--- config.mk ---
export PLATFORM = sky130hd
export DESIGN_NAME = ram_arbiter_2ch_flat
export DESIGN_NICKNAME = d
export VERILOG_FILES = /design/src/rtl/ram_arbiter_2ch_if.sv /design/src/rtl/ram_arbiter_2ch.sv /design/src/flat_wrapper.sv
export SDC_FILE = /design/constraint.sdc
export NUM_CORES = 1
export LEC_CHECK = 0
export CAP_MARGIN = 20
export CORE_ASPECT_RATIO = 0.6
export CORE_MARGIN = 3
export CORE_UTILIZATION = 44
export CTS_CLUSTER_SIZE = 8
export DETAILED_ROUTE_END_ITERATION = 16
export GPL_TIMING_DRIVEN = 0
export PLACE_DENSITY = 0.85
export SETUP_SLACK_MARGIN = 0.1
export SYNTH_ARGS = -nofsm -noshare
export SYNTH_HDL_FRONTEND = slang
export SYNTH_SLANG_ARGS = --single-unit
--- constraint.sdc ---
create_clock -name clk -period 3.6 [get_ports clk]
set_clock_uncertainty 0.2 [all_clocks]
set_input_delay 1.08 -clock clk [delete_from_list [all_inputs] [get_ports clk]]
set_output_delay 1.08 -clock clk [all_outputs]
set_load 0.01 [all_outputs]
--- src/rtl/ram_arbiter_2ch_if.sv ---
// ram_arbiter_2ch_if: client request/response lanes plus the RAM-side
// command and read-data bundle for ram_arbiter_2ch.
interface ram_arbiter_2ch_if #(
    parameter int ADDR_W = 4,
    parameter int DATA_W = 8
);
    logic              c0_valid;
    logic              c0_we;
    logic [ADDR_W-1:0] c0_addr;
    logic [DATA_W-1:0] c0_wdata;
    logic              c0_ready;
    logic              c0_rvalid;
    logic [DATA_W-1:0] c0_rdata;

    logic              c1_valid;
    logic              c1_we;
    logic [ADDR_W-1:0] c1_addr;
    logic [DATA_W-1:0] c1_wdata;
    logic              c1_ready;
    logic              c1_rvalid;
    logic [DATA_W-1:0] c1_rdata;

    logic              ram_wr_en;
    logic [ADDR_W-1:0] ram_wr_addr;
    logic [DATA_W-1:0] ram_din;
    logic              ram_rd_en;
    logic [ADDR_W-1:0] ram_rd_addr;
    logic [DATA_W-1:0] ram_dout;

    modport slave (
        input  c0_valid, c0_we, c0_addr, c0_wdata,
        input  c1_valid, c1_we, c1_addr, c1_wdata,
        input  ram_dout,
        output c0_ready, c0_rvalid, c0_rdata,
        output c1_ready, c1_rvalid, c1_rdata,
        output ram_wr_en, ram_wr_addr, ram_din,
        output ram_rd_en, ram_rd_addr
    );

    modport master (
        output c0_valid, c0_we, c0_addr, c0_wdata,
        output c1_valid, c1_we, c1_addr, c1_wdata,
        output ram_dout,
        input  c0_ready, c0_rvalid, c0_rdata,
        input  c1_ready, c1_rvalid, c1_rdata,
        input  ram_wr_en, ram_wr_addr, ram_din,
        input  ram_rd_en, ram_rd_addr
    );
endinterface

--- src/rtl/ram_arbiter_2ch.sv ---
// ram_arbiter_2ch: two clients sharing one registered-read RAM port pair.
// Macro RAM_ARB_RR_EN selects round-robin; undefined gives client 0 priority.
module ram_arbiter_2ch #(
    parameter int ADDR_W = 4,
    parameter int DATA_W = 8
) (
    input  logic             clk,
    input  logic             rst,
    ram_arbiter_2ch_if.slave bus
);

    typedef enum logic {
        S_INIT = 1'b0,
        S_RUN  = 1'b1
    } state_t;

    state_t state_q;
    state_t state_d;

    logic gnt0;
    logic gnt1;
    logic pref0;
    logic acc;

    logic              sel_we;
    logic [ADDR_W-1:0] sel_addr;
    logic [DATA_W-1:0] sel_wdata;

    logic              wr_en_q;
    logic [ADDR_W-1:0] wr_addr_q;
    logic [DATA_W-1:0] din_q;
    logic [ADDR_W-1:0] rd_addr_q;

    logic t1_vld_q;
    logic t1_id_q;
    logic t2_vld_q;
    logic t2_id_q;

    logic rv0;
    logic rv1;

    logic [DATA_W-1:0] rdata0_q;
    logic [DATA_W-1:0] rdata1_q;

`ifdef RAM_ARB_RR_EN
    logic ptr_q;

    // pointer names the preferred client: the one not granted last
    always_ff @(posedge clk) begin
        if (!rst) begin
            ptr_q <= 1'b0;
        end else if (gnt0) begin
            ptr_q <= 1'b1;
        end else if (gnt1) begin
            ptr_q <= 1'b0;
        end
    end

    assign pref0 = !ptr_q;
`else
    assign pref0 = 1'b1;
`endif

    // state register
    always_ff @(posedge clk) begin
        if (!rst) begin
            state_q <= S_INIT;
        end else begin
            state_q <= state_d;
        end
    end

    // next state and grant decision; no grants in INIT or reset
    always_comb begin
        state_d = state_q;
        gnt0    = 1'b0;
        gnt1    = 1'b0;
        unique case (state_q)
            S_INIT: begin
                state_d = S_RUN;
            end
            S_RUN: begin
                if (bus.c0_valid && bus.c1_valid) begin
                    gnt0 = pref0;
                    gnt1 = !pref0;
                end else begin
                    gnt0 = bus.c0_valid;
                    gnt1 = bus.c1_valid;
                end
            end
            default: begin
                state_d = S_INIT;
            end
        endcase
        if (!rst) begin
            state_d = S_INIT;
            gnt0    = 1'b0;
            gnt1    = 1'b0;
        end
    end

    assign acc       = gnt0 || gnt1;
    assign sel_we    = gnt1 ? bus.c1_we    : bus.c0_we;
    assign sel_addr  = gnt1 ? bus.c1_addr  : bus.c0_addr;
    assign sel_wdata = gnt1 ? bus.c1_wdata : bus.c0_wdata;

    // stage-2 tag picks which client the RAM read data belongs to
    assign rv0 = t2_vld_q && !t2_id_q;
    assign rv1 = t2_vld_q && t2_id_q;

    // RAM command registers, read-tag pipeline and read-data hold
    always_ff @(posedge clk) begin
        if (!rst) begin
            wr_en_q   <= 1'b0;
            wr_addr_q <= '0;
            din_q     <= '0;
            rd_addr_q <= '0;
            t1_vld_q  <= 1'b0;
            t1_id_q   <= 1'b0;
            t2_vld_q  <= 1'b0;
            t2_id_q   <= 1'b0;
            rdata0_q  <= '0;
            rdata1_q  <= '0;
        end else begin
            wr_en_q  <= acc && sel_we;
            t1_vld_q <= acc && !sel_we;
            t1_id_q  <= gnt1;
            t2_vld_q <= t1_vld_q;
            t2_id_q  <= t1_id_q;
            if (acc && sel_we) begin
                wr_addr_q <= sel_addr;
                din_q     <= sel_wdata;
            end
            if (acc && !sel_we) begin
                rd_addr_q <= sel_addr;
            end
            if (rv0) begin
                rdata0_q <= bus.ram_dout;
            end
            if (rv1) begin
                rdata1_q <= bus.ram_dout;
            end
        end
    end

    assign bus.c0_ready = gnt0;
    assign bus.c1_ready = gnt1;

    // outputs forced low combinationally for the whole reset cycle
    assign bus.ram_wr_en   = rst && wr_en_q;
    assign bus.ram_wr_addr = rst ? wr_addr_q : '0;
    assign bus.ram_din     = rst ? din_q : '0;
    assign bus.ram_rd_en   = rst && t1_vld_q;
    assign bus.ram_rd_addr = rst ? rd_addr_q : '0;

    assign bus.c0_rvalid = rst && rv0;
    assign bus.c1_rvalid = rst && rv1;

    assign bus.c0_rdata = !rst ? '0 :
                          rv0  ? bus.ram_dout : rdata0_q;
    assign bus.c1_rdata = !rst ? '0 :
                          rv1  ? bus.ram_dout : rdata1_q;

endmodule

--- src/flat_wrapper.sv ---
// flat-port wrapper written by rule: the top's interface ports become plain ports
module ram_arbiter_2ch_flat 
#(
    parameter int ADDR_W = 4,
    parameter int DATA_W = 8
)
  (clk, rst, bus_c0_valid, bus_c0_we, bus_c0_addr, bus_c0_wdata, bus_c1_valid, bus_c1_we, bus_c1_addr, bus_c1_wdata, bus_ram_dout, bus_c0_ready, bus_c0_rvalid, bus_c0_rdata, bus_c1_ready, bus_c1_rvalid, bus_c1_rdata, bus_ram_wr_en, bus_ram_wr_addr, bus_ram_din, bus_ram_rd_en, bus_ram_rd_addr);
  ram_arbiter_2ch_if #(.ADDR_W(ADDR_W), .DATA_W(DATA_W)) bus_i ();
  input  logic clk;
  input  logic rst;
  input wire logic [$bits(bus_i.c0_valid)-1:0] bus_c0_valid;
  input wire logic [$bits(bus_i.c0_we)-1:0] bus_c0_we;
  input wire logic [$bits(bus_i.c0_addr)-1:0] bus_c0_addr;
  input wire logic [$bits(bus_i.c0_wdata)-1:0] bus_c0_wdata;
  input wire logic [$bits(bus_i.c1_valid)-1:0] bus_c1_valid;
  input wire logic [$bits(bus_i.c1_we)-1:0] bus_c1_we;
  input wire logic [$bits(bus_i.c1_addr)-1:0] bus_c1_addr;
  input wire logic [$bits(bus_i.c1_wdata)-1:0] bus_c1_wdata;
  input wire logic [$bits(bus_i.ram_dout)-1:0] bus_ram_dout;
  output wire logic [$bits(bus_i.c0_ready)-1:0] bus_c0_ready;
  output wire logic [$bits(bus_i.c0_rvalid)-1:0] bus_c0_rvalid;
  output wire logic [$bits(bus_i.c0_rdata)-1:0] bus_c0_rdata;
  output wire logic [$bits(bus_i.c1_ready)-1:0] bus_c1_ready;
  output wire logic [$bits(bus_i.c1_rvalid)-1:0] bus_c1_rvalid;
  output wire logic [$bits(bus_i.c1_rdata)-1:0] bus_c1_rdata;
  output wire logic [$bits(bus_i.ram_wr_en)-1:0] bus_ram_wr_en;
  output wire logic [$bits(bus_i.ram_wr_addr)-1:0] bus_ram_wr_addr;
  output wire logic [$bits(bus_i.ram_din)-1:0] bus_ram_din;
  output wire logic [$bits(bus_i.ram_rd_en)-1:0] bus_ram_rd_en;
  output wire logic [$bits(bus_i.ram_rd_addr)-1:0] bus_ram_rd_addr;
  assign bus_i.c0_valid = bus_c0_valid;
  assign bus_i.c0_we = bus_c0_we;
  assign bus_i.c0_addr = bus_c0_addr;
  assign bus_i.c0_wdata = bus_c0_wdata;
  assign bus_i.c1_valid = bus_c1_valid;
  assign bus_i.c1_we = bus_c1_we;
  assign bus_i.c1_addr = bus_c1_addr;
  assign bus_i.c1_wdata = bus_c1_wdata;
  assign bus_i.ram_dout = bus_ram_dout;
  assign bus_c0_ready = bus_i.c0_ready;
  assign bus_c0_rvalid = bus_i.c0_rvalid;
  assign bus_c0_rdata = bus_i.c0_rdata;
  assign bus_c1_ready = bus_i.c1_ready;
  assign bus_c1_rvalid = bus_i.c1_rvalid;
  assign bus_c1_rdata = bus_i.c1_rdata;
  assign bus_ram_wr_en = bus_i.ram_wr_en;
  assign bus_ram_wr_addr = bus_i.ram_wr_addr;
  assign bus_ram_din = bus_i.ram_din;
  assign bus_ram_rd_en = bus_i.ram_rd_en;
  assign bus_ram_rd_addr = bus_i.ram_rd_addr;
  ram_arbiter_2ch #(.ADDR_W(ADDR_W), .DATA_W(DATA_W)) u_core (.clk(clk), .rst(rst), .bus(bus_i));
endmodule
==> impl_results.html, run 1 <==
<table>
<tr><th>Metric</th><th>Value</th></tr>
<tr><th colspan="2">Status</th></tr>
<tr><td>Run status</td><td>finished, final reports clean</td></tr>
<tr><th colspan="2">Detailed routing</th></tr>
<tr><td>Count of unresolved DRC violations after routing</td><td>0</td></tr>
<tr><td>Aggregate routed wire length</td><td>4110 um</td></tr>
<tr><td>First-pass detailed-route iteration total</td><td>4</td></tr>
<tr><td>Vias per Instance</td><td>roughly 4.7</td></tr>
<tr><td>Routed WL per cell</td><td>between 10 and 15 um</td></tr>
<tr><td>DRC violation total after the first TritonRoute iteration</td><td>between 40 and 50</td></tr>
<tr><td>Vias after detailed routing</td><td>approximately 1,400</td></tr>
<tr><td>DRT antenna net count</td><td>0</td></tr>
<tr><th colspan="2">Synth</th></tr>
<tr><td>Largest area contributor in the netlist</td><td>sky130_fd_sc_hd__dfxtp_1</td></tr>
<tr><td>Share of synthesized flip-flops with an asynchronous set or reset</td><td>0%</td></tr>
<tr><td>Post-synth top area share</td><td>46.3%</td></tr>
<tr><td>Most frequent cells after synthesis</td><td>38 x sky130_fd_sc_hd__dfxtp_1, 35 x sky130_fd_sc_hd__nand2_1, 16 x sky130_fd_sc_hd__a21boi_0</td></tr>
<tr><td>Warnings from Yosys</td><td>0</td></tr>
<tr><td>Sequential element share of the synthesized area</td><td>46.3%</td></tr>
<tr><td>Area of the mapped netlist</td><td>0.00164 mm2</td></tr>
<tr><td>Synthesis-stage register bit count</td><td>38</td></tr>
<tr><td>Mapped Avg Cell Area</td><td>9.71 um2</td></tr>
<tr><td>Number of enable-type register cells in the synthesized netlist</td><td>0</td></tr>
<tr><td>Cells taking the most area after synthesis</td><td>sky130_fd_sc_hd__dfxtp_1 46%, sky130_fd_sc_hd__nand2_1 8.0%, sky130_fd_sc_hd__mux2i_1 7.3%</td></tr>
<tr><td>Post-synth cell types</td><td>21</td></tr>
<tr><td>Number of standard cells after synthesis</td><td>169</td></tr>
<tr><td>Most instantiated library cell after synthesis</td><td>sky130_fd_sc_hd__dfxtp_1</td></tr>
<tr><td>Main synth FF type</td><td>sky130_fd_sc_hd__dfxtp_1</td></tr>
<tr><td>Syn_nets</td><td>207</td></tr>
<tr><th colspan="2">Placement</th></tr>
<tr><td>Cell Count Post-Placement</td><td>289</td></tr>
<tr><td>Worst slack at placement</td><td>-875 ps</td></tr>
<tr><td>Number of port buffers</td><td>75</td></tr>
<tr><td>HPWL after detailed placement</td><td>between 3000 and 4000 um</td></tr>
<tr><td>RD Place Congestion</td><td>roughly 0.75</td></tr>
<tr><th colspan="2">CTS</th></tr>
<tr><td>CTS tree</td><td>done</td></tr>
<tr><td>Level count of the clock H-tree</td><td>2</td></tr>
<tr><td>CTS Hold Bufs</td><td>0</td></tr>
<tr><td>Maximum number of buffers from clock root to sink</td><td>2</td></tr>
<tr><td>TritonCTS Buffers</td><td>5</td></tr>
<tr><td>Root buffer selected by CTS</td><td>sky130_fd_sc_hd__clkbuf_8</td></tr>
<tr><td>Insertion delay to the later sink of the worst-skew pair</td><td>280 ps</td></tr>
<tr><td>Number of sinks handled by clock tree synthesis</td><td>38</td></tr>
<tr><td>Clock slew seen by the registers of the worst setup and hold paths</td><td>roughly 70 ps</td></tr>
<tr><th colspan="2">Floorplan</th></tr>
<tr><td>Starting density of the core</td><td>slightly below 50%</td></tr>
<tr><td>Floorplan die area</td><td>approximately 0.0045 mm2</td></tr>
<tr><td>Std-Cell Rows</td><td>16</td></tr>
<tr><td>Width of the die</td><td>about 85 um</td></tr>
<tr><td>Chip Height</td><td>53.3 um</td></tr>
<tr><td>Standard cell core area</td><td>~0.0034 mm2</td></tr>
<tr><td># IOs</td><td>76</td></tr>
<tr><th colspan="2">Final layout</th></tr>
<tr><td>Area Growth Syn to Fin</td><td>56.6%</td></tr>
<tr><td>Diode insertion count for antenna repair</td><td>0</td></tr>
<tr><td>Ratio of cells with drive above 1 in the final layout</td><td>13.9%</td></tr>
<tr><td>Layout Utilization</td><td>about 76%</td></tr>
<tr><td>Number of nets in the layout</td><td>approximately 290</td></tr>
<tr><td>Count of filler cells inserted in the layout</td><td>roughly 260</td></tr>
<tr><td>Final std cells w/o fill</td><td>roughly 300</td></tr>
<tr><th colspan="2">STA</th></tr>
<tr><td>Minimum period implied by the final worst setup slack</td><td>3440 ps</td></tr>
<tr><td>Fin crit share</td><td>95.7%</td></tr>
<tr><td>RSZ-0062 raised after global routing</td><td>no</td></tr>
<tr><td>Post-layout worst setup margin</td><td>156 ps</td></tr>
<tr><td>F_max</td><td>around 290 MHz</td></tr>
<tr><td>Endpoints failing setup</td><td>0</td></tr>
<tr><td>Tightest Pin Transition</td><td>just under 700 ps</td></tr>
<tr><td>Number of failing hold endpoints at the final stage</td><td>0</td></tr>
<tr><td>Worst slew margin relative to its limit</td><td>approximately 54%</td></tr>
<tr><td>Worst hold slack</td><td>239 ps</td></tr>
<tr><td>Pins over their slew limit</td><td>0</td></tr>
<tr><th colspan="2">Worst setup path</th></tr>
<tr><td>Required time of the critical path</td><td>between 2000 and 2500 ps</td></tr>
<tr><td>Worst Path Max Fanout</td><td>10</td></tr>
<tr><td>Endpoint kind of the worst setup timing path</td><td>output pin</td></tr>
<tr><td>Kind of start point of the critical path</td><td>input port</td></tr>
<tr><td>Critical Path AT</td><td>2160 ps</td></tr>
<tr><td>Critical path start-end classification</td><td>in2out</td></tr>
<tr><th colspan="2">GRT</th></tr>
<tr><td>Global-route wire length before repair</td><td>6690 um</td></tr>
<tr><td>Vias in the first global route</td><td>roughly 1,400</td></tr>
<tr><td>Maximum number of pins on one net before global-route repair</td><td>11</td></tr>
<tr><td>Remaining global-route overflow</td><td>0</td></tr>
<tr><td>Antenna violations before repair</td><td>0</td></tr>
<tr><td>Total GRT Usage</td><td>approximately a fifth</td></tr>
<tr><th colspan="2">Pwr</th></tr>
<tr><td>Leak pwr</td><td>around 1.4 nW</td></tr>
<tr><td>Worst ir drop on vdd</td><td>0.241 mV</td></tr>
<tr><td>Power density over the cells</td><td>323 mW/mm2</td></tr>
<tr><th colspan="2">Min path</th></tr>
<tr><td>Worst hold path class</td><td>reg2reg</td></tr>
<tr><th colspan="2">Job</th></tr>
<tr><td>Number of maximum-capacitance constraint violations</td><td>0</td></tr>
</table>
## report_power, final
group	switching (mW)	internal, mW	total, mW	leakage, nW
registers	0.00377	0.433	0.437	0.309
clock network	0.127	0.147	0.275	0.0431
logic	0.0427	0.0752	0.118	1.08
## cells by family after synthesis
logic type | synth area share, %
flops | 46.3
mux | 20.1
compound gates | 8.08
buf+inv | 5.79
simple gates | 19.7
## timing repair
action	CTS	global route
endpoints found under the setup margin	38	14
gates resized for setup	56	14
buffers inserted	2	0
## per-layer routing
metal	part of all wire, %	up-vias	global-route usage (%)
li1	-	712	-
met5	0	-	0
met4	0.32	0	3.95
met3	8.1	3	7.00
met1	49	633	25.3
met2	43	49	30.6
## through the flow
step	TNS (ps)	area (um2)	total power, mW
5_1_grt	0	2570	0.865
6_report	0	2570	0.830
3_3_place_gp	-23250	2450	0.562
2_1_floorplan	0	1640	0.494
4_1_cts	0	2540	0.838
3_5_place_dp	-24060	2450	0.565
## registers in the layout, indices dropped and copies added, names as in the netlist, 4 cells and up
name,count
u_core.din_q,8
u_core.wr_addr_q,4
u_core.rd_addr_q,4
u_core.rdata1_q,8
u_core.rdata0_q,8
## worst max-delay path, stage by stage
cell	delay, ps
sky130_fd_sc_hd__buf_2	160
sky130_fd_sc_hd__buf_6	130
sky130_fd_sc_hd__clkbuf_8	150
sky130_fd_sc_hd__nand2_1	70
sky130_fd_sc_hd__inv_1	50
sky130_fd_sc_hd__clkdlybuf4s50_1	520
## path summary, 6_finish.rpt
| kind | from | to | slack, ps | cells past startpoint |
|---|---|---|---|---|
| min | u_core.t1_id_q$_SDFF_PN0_ | u_core.t2_id_q$_SDFF_PN0_ | 240 | 1 |
| max | rst | bus_ram_rd_addr[0] | 160 | 6 |
| max reg2reg | u_core.state_q$_DFF_P_ | u_core.din_q[3]$_SDFFE_PN0P_ | 1830 | 4 |
| min reg2reg | u_core.t1_id_q$_SDFF_PN0_ | u_core.t2_id_q$_SDFF_PN0_ | 240 | 1 |
## layout make-up
| cell class | count | area, um2 | share of cell area [%] |
|---|---|---|---|
| Inverter | 11 | 41.3 | 1.61 |
| Clock buffer | 6 | 82.6 | 3.21 |
| Buffer | 10 | 77.6 | 3.02 |
| Multi-Input combinational cell | 110 | 797 | 31.0 |
| Timing Repair Buffer | 77 | 756 | 29.4 |
| Sequential cell | 38 | 761 | 29.6 |
| Tap cell | 45 | 56.3 | 2.19 |
## layout by cell type, fill, tap and decap left out, types with 2 or more instances in the layout
| cell type | count |
|---|---|
| sky130_fd_sc_hd__clkbuf_8 | 7 |
| sky130_fd_sc_hd__mux2_2 | 8 |
| sky130_fd_sc_hd__clkdlybuf4s50_1 | 37 |
| sky130_fd_sc_hd__mux2i_1 | 12 |
| sky130_fd_sc_hd__clkbuf_1 | 2 |
| sky130_fd_sc_hd__buf_6 | 3 |
| sky130_fd_sc_hd__and2_1 | 13 |
| sky130_fd_sc_hd__dfxtp_1 | 38 |
| sky130_fd_sc_hd__a21boi_1 | 12 |
| sky130_fd_sc_hd__a21boi_2 | 3 |
| sky130_fd_sc_hd__dlygate4sd2_1 | 25 |
| sky130_fd_sc_hd__buf_4 | 2 |
| sky130_fd_sc_hd__dlymetal6s2s_1 | 11 |
| sky130_fd_sc_hd__nand3_1 | 8 |
| sky130_fd_sc_hd__inv_1 | 11 |
| sky130_fd_sc_hd__clkbuf_4 | 2 |
| sky130_fd_sc_hd__nor2b_1 | 2 |
| sky130_fd_sc_hd__nand2_1 | 35 |
| sky130_fd_sc_hd__buf_1 | 2 |
| sky130_fd_sc_hd__mux2_4 | 8 |
| sky130_fd_sc_hd__and3_1 | 2 |
Note: power is estimated with default switching activity, not from simulation.
==> run 2: changes to the inputs <==
CAP_MARGIN = not set   (was 20)
CORE_UTILIZATION = 30   (was 44)
PLACE_DENSITY = not set   (was 0.85)
==> impl_results.html, run 2 (synthesized netlist as in run 1, its figures left out) <==
<table>
<tr><th>Metric</th><th>Value</th></tr>
<tr><th colspan="2">Detailed routing</th></tr>
<tr><td>DRC violation total after the first TritonRoute iteration</td><td>18 (-56%)</td></tr>
<tr><td>Vias per Instance</td><td>4.34 (-7.8%)</td></tr>
<tr><td>Count of unresolved DRC violations after routing</td><td>0 (unchanged)</td></tr>
<tr><td>Aggregate routed wire length</td><td>4030 um (-2.1%)</td></tr>
<tr><td>Routed WL per cell</td><td>12.6 um (-9.2%)</td></tr>
<tr><td>DRT antenna net count</td><td>0 (unchanged)</td></tr>
<tr><td>Vias after detailed routing</td><td>1,388 (-0.64%)</td></tr>
<tr><td>First-pass detailed-route iteration total</td><td>4 (unchanged)</td></tr>
<tr><th colspan="2">Placement</th></tr>
<tr><td>RD Place Congestion</td><td>0.728 (-3.6%)</td></tr>
<tr><td>Cell Count Post-Placement</td><td>310 (+7.3%)</td></tr>
<tr><td>HPWL after detailed placement</td><td>3090 um (-3.1%)</td></tr>
<tr><td>Number of port buffers</td><td>75 (unchanged)</td></tr>
<tr><th colspan="2">Final layout</th></tr>
<tr><td>Area Growth Syn to Fin</td><td>59.7%</td></tr>
<tr><td>Area of combinational cells with multiple inputs</td><td>801 um2 (+0.47%)</td></tr>
<tr><td>Count of filler cells inserted in the layout</td><td>497 (+90%)</td></tr>
<tr><td>Top Registers</td><td>u_core.din_q: 8 flops, u_core.rdata0_q: 8 flops, u_core.rdata1_q: 8 flops</td></tr>
<tr><td>Commonest non-fill, non-tap cells in the layout</td><td>40 x sky130_fd_sc_hd__clkdlybuf4s50_1, 38 x sky130_fd_sc_hd__dfxtp_1, 35 x sky130_fd_sc_hd__nand2_1, 25 x sky130_fd_sc_hd__dlygate4sd2_1, 13 x sky130_fd_sc_hd__and2_1</td></tr>
<tr><td>Most common cell after layout, fill and taps aside</td><td>sky130_fd_sc_hd__clkdlybuf4s50_1</td></tr>
<tr><td>Number of nets in the layout</td><td>291 (unchanged)</td></tr>
<tr><td>Final std cells w/o fill</td><td>320 (+7.7%)</td></tr>
<tr><td>Diode insertion count for antenna repair</td><td>0 (unchanged)</td></tr>
<tr><td>Area of all sequential standard cells</td><td>761 um2 (unchanged)</td></tr>
<tr><td>Ratio of cells with drive above 1 in the final layout</td><td>15.0% (+1.1 points)</td></tr>
<tr><th colspan="2">GRT</th></tr>
<tr><td>Vias in the first global route</td><td>1,370 (-0.65%)</td></tr>
<tr><td>Global-route layer with the greatest usage</td><td>met1</td></tr>
<tr><td>Maximum number of pins on one net before global-route repair</td><td>13 (+2)</td></tr>
<tr><td>Met3 track demand over resource in global routing</td><td>6.31% (-0.69 points)</td></tr>
<tr><td>Met1 usage</td><td>19.9% (-5.3 points)</td></tr>
<tr><td>Total GRT Usage</td><td>13.2% (-6.1 points)</td></tr>
<tr><td>GR met2 Demand/Resource</td><td>16.5% (-14 points)</td></tr>
<tr><td>Global-route wire length before repair</td><td>6620 um (-1.0%)</td></tr>
<tr><td>Remaining global-route overflow</td><td>0 (unchanged)</td></tr>
<tr><td>Antenna violations before repair</td><td>0 (unchanged)</td></tr>
<tr><th colspan="2">Floorplan</th></tr>
<tr><td>Width of the die</td><td>101 um (+20%)</td></tr>
<tr><td># IOs</td><td>76 (unchanged)</td></tr>
<tr><td>Std-Cell Rows</td><td>20 (+4)</td></tr>
<tr><td>Floorplan die area</td><td>0.00642 mm2 (+42%)</td></tr>
<tr><td>Chip Height</td><td>63.3 um (+19%)</td></tr>
<tr><td>Standard cell core area</td><td>0.00518 mm2 (+52%)</td></tr>
<tr><td>Starting density of the core</td><td>31.7% (-17 points)</td></tr>
<tr><th colspan="2">CTS</th></tr>
<tr><td>Clock slew seen by the registers of the worst setup and hold paths</td><td>80 ps (about the same)</td></tr>
<tr><td>TritonCTS Buffers</td><td>5 (unchanged)</td></tr>
<tr><td>Number of sinks handled by clock tree synthesis</td><td>38 (unchanged)</td></tr>
<tr><td>Maximum number of buffers from clock root to sink</td><td>2 (unchanged)</td></tr>
<tr><td>Level count of the clock H-tree</td><td>2 (unchanged)</td></tr>
<tr><td>Root buffer selected by CTS</td><td>sky130_fd_sc_hd__clkbuf_8</td></tr>
<tr><td>CTS tree</td><td>done</td></tr>
<tr><td>Insertion delay to the later sink of the worst-skew pair</td><td>280 ps (about the same)</td></tr>
<tr><th colspan="2">Worst setup path</th></tr>
<tr><td>Required time of the critical path</td><td>2320 ps (about the same)</td></tr>
<tr><td>Endpoint kind of the worst setup timing path</td><td>output pin</td></tr>
<tr><td>Kind of start point of the critical path</td><td>input port</td></tr>
<tr><td>Critical Path AT</td><td>2140 ps (-20 ps)</td></tr>
<tr><td>Critical path start-end classification</td><td>in2out</td></tr>
<tr><td>Worst Path Max Fanout</td><td>2 (-8)</td></tr>
<tr><th colspan="2">STA</th></tr>
<tr><td>Tightest Pin Transition</td><td>621 ps (-60.3 ps)</td></tr>
<tr><td>Endpoints failing setup</td><td>0 (unchanged)</td></tr>
<tr><td>Minimum period implied by the final worst setup slack</td><td>3420 ps (-23.3 ps)</td></tr>
<tr><td>Number of failing hold endpoints at the final stage</td><td>0 (unchanged)</td></tr>
<tr><td>RSZ-0062 raised after global routing</td><td>no</td></tr>
<tr><td>F_max</td><td>292 MHz (+0.68%)</td></tr>
<tr><td>Fin crit share</td><td>95.0% (-0.65 points)</td></tr>
<tr><td>Worst slew margin relative to its limit</td><td>58.5% (+4.0 points)</td></tr>
<tr><td>Pins over their slew limit</td><td>0 (unchanged)</td></tr>
<tr><th colspan="2">Pwr</th></tr>
<tr><td>Combinational group share of total power</td><td>13.0% (-1.2 points)</td></tr>
<tr><td>Sum of internal, switching and leakage power</td><td>0.908 mW (+9.4%)</td></tr>
<tr><td>Clock network fraction of design power</td><td>39.0% (+5.9 points)</td></tr>
<tr><td>Proportion of power drawn by flip-flops and latches</td><td>48.1% (-4.6 points)</td></tr>
<tr><td>Worst ir drop on vdd</td><td>0.189 mV (-22%)</td></tr>
<tr><td>Design internal power</td><td>0.715 mW (+9.0%)</td></tr>
<tr><td>Leak pwr</td><td>1.35 nW (-5.9%)</td></tr>
<tr><td>Share of total power consumed by net switching</td><td>21.2% (+0.28 points)</td></tr>
<tr><td>Switching power summed over all nets</td><td>0.193 mW (+11%)</td></tr>
<tr><td>Power density over the cells</td><td>346 mW/mm2 (+7.3%)</td></tr>
<tr><th colspan="2">Status</th></tr>
<tr><td>Run status</td><td>finished, final reports clean</td></tr>
<tr><th colspan="2">Min path</th></tr>
<tr><td>Worst hold path class</td><td>reg2reg</td></tr>
<tr><th colspan="2">Job</th></tr>
<tr><td>Number of maximum-capacitance constraint violations</td><td>0 (unchanged)</td></tr>
</table>
## run 2: path summary, 6_finish.rpt
kind                             startpoint  slack, ps  cells after the start                      endpoint
setup / recovery            bus_ram_dout[4]        180                      4               bus_c1_rdata[4]
setup reg to reg     u_core.state_q$_DFF_P_       1910                      4  u_core.din_q[3]$_SDFFE_PN0P_
hold / removal    u_core.t1_id_q$_SDFF_PN0_        240                      1     u_core.t2_id_q$_SDFF_PN0_
hold reg to reg   u_core.t1_id_q$_SDFF_PN0_        240                      1     u_core.t2_id_q$_SDFF_PN0_
## run 2: final cells by class
class	instances	area share, %
multi-input combinational	110	30.5
sequential	38	29.0
timing repair buffer	77	28.5
tap	66	3.15
buffer	10	2.96
clock buffer	6	2.77
inverter	11	1.58
clock inverter	2	1.43
## run 2: metrics by stage
step | utilization [%] | cell area, um2 | TNS (ps) | hold slack (ps) | worst slack, ps
2_1_floorplan | - | 1640 | 0 | 212 | 466
3_3_place_gp | 47.8 | 2470 | -25650 | 219 | -922
3_5_place_dp | 47.8 | 2470 | -24980 | 226 | -918
4_1_cts | 50.1 | 2600 | 0 | 242 | 112
5_1_grt | 50.6 | 2620 | 0 | 265 | 105
6_report | 50.6 | 2620 | 0 | 236 | 180
## run 2: worst max-delay path, cell delays in order
cell,delay [ps]
sky130_fd_sc_hd__clkdlybuf4s50_1,490
sky130_fd_sc_hd__nand3_1,90
sky130_fd_sc_hd__a21boi_1,190
sky130_fd_sc_hd__dlygate4sd2_1,290
## run 2: power groups by stage
stage          Clock [mW]  Sequential (mW)  Combinational [mW]
2_1_floorplan           0            0.445              0.0491
3_3_place_gp            0            0.446               0.119
6_report            0.354            0.436               0.118
3_5_place_dp            0            0.446               0.119
5_1_grt             0.383            0.438               0.129
4_1_cts             0.363            0.436               0.120
## run 2: metal layers
| metal | routed length (um) | vias up | share of wire, % |
|---|---|---|---|
| met5 | 0 | - | 0 |
| met4 | 15 | 0 | 0.37 |
| met3 | 414 | 3 | 10 |
| met2 | 1420 | 56 | 35 |
| met1 | 2180 | 613 | 54 |
| li1 | - | 716 | - |
## run 2: what timing repair did
item	4_1_cts	5_1_grt
hold buffers	0	0
gates resized for setup	61	10
setup buffers	2	0
endpoints found under the setup margin	38	10
==> run 3: changes to the inputs <==
CAP_MARGIN = 10   (was not set)
GPL_ROUTABILITY_DRIVEN = 0   (was not set)
==> results of run 3 <==
No change in the layout: final DEF, timing and power equal those of run 2.
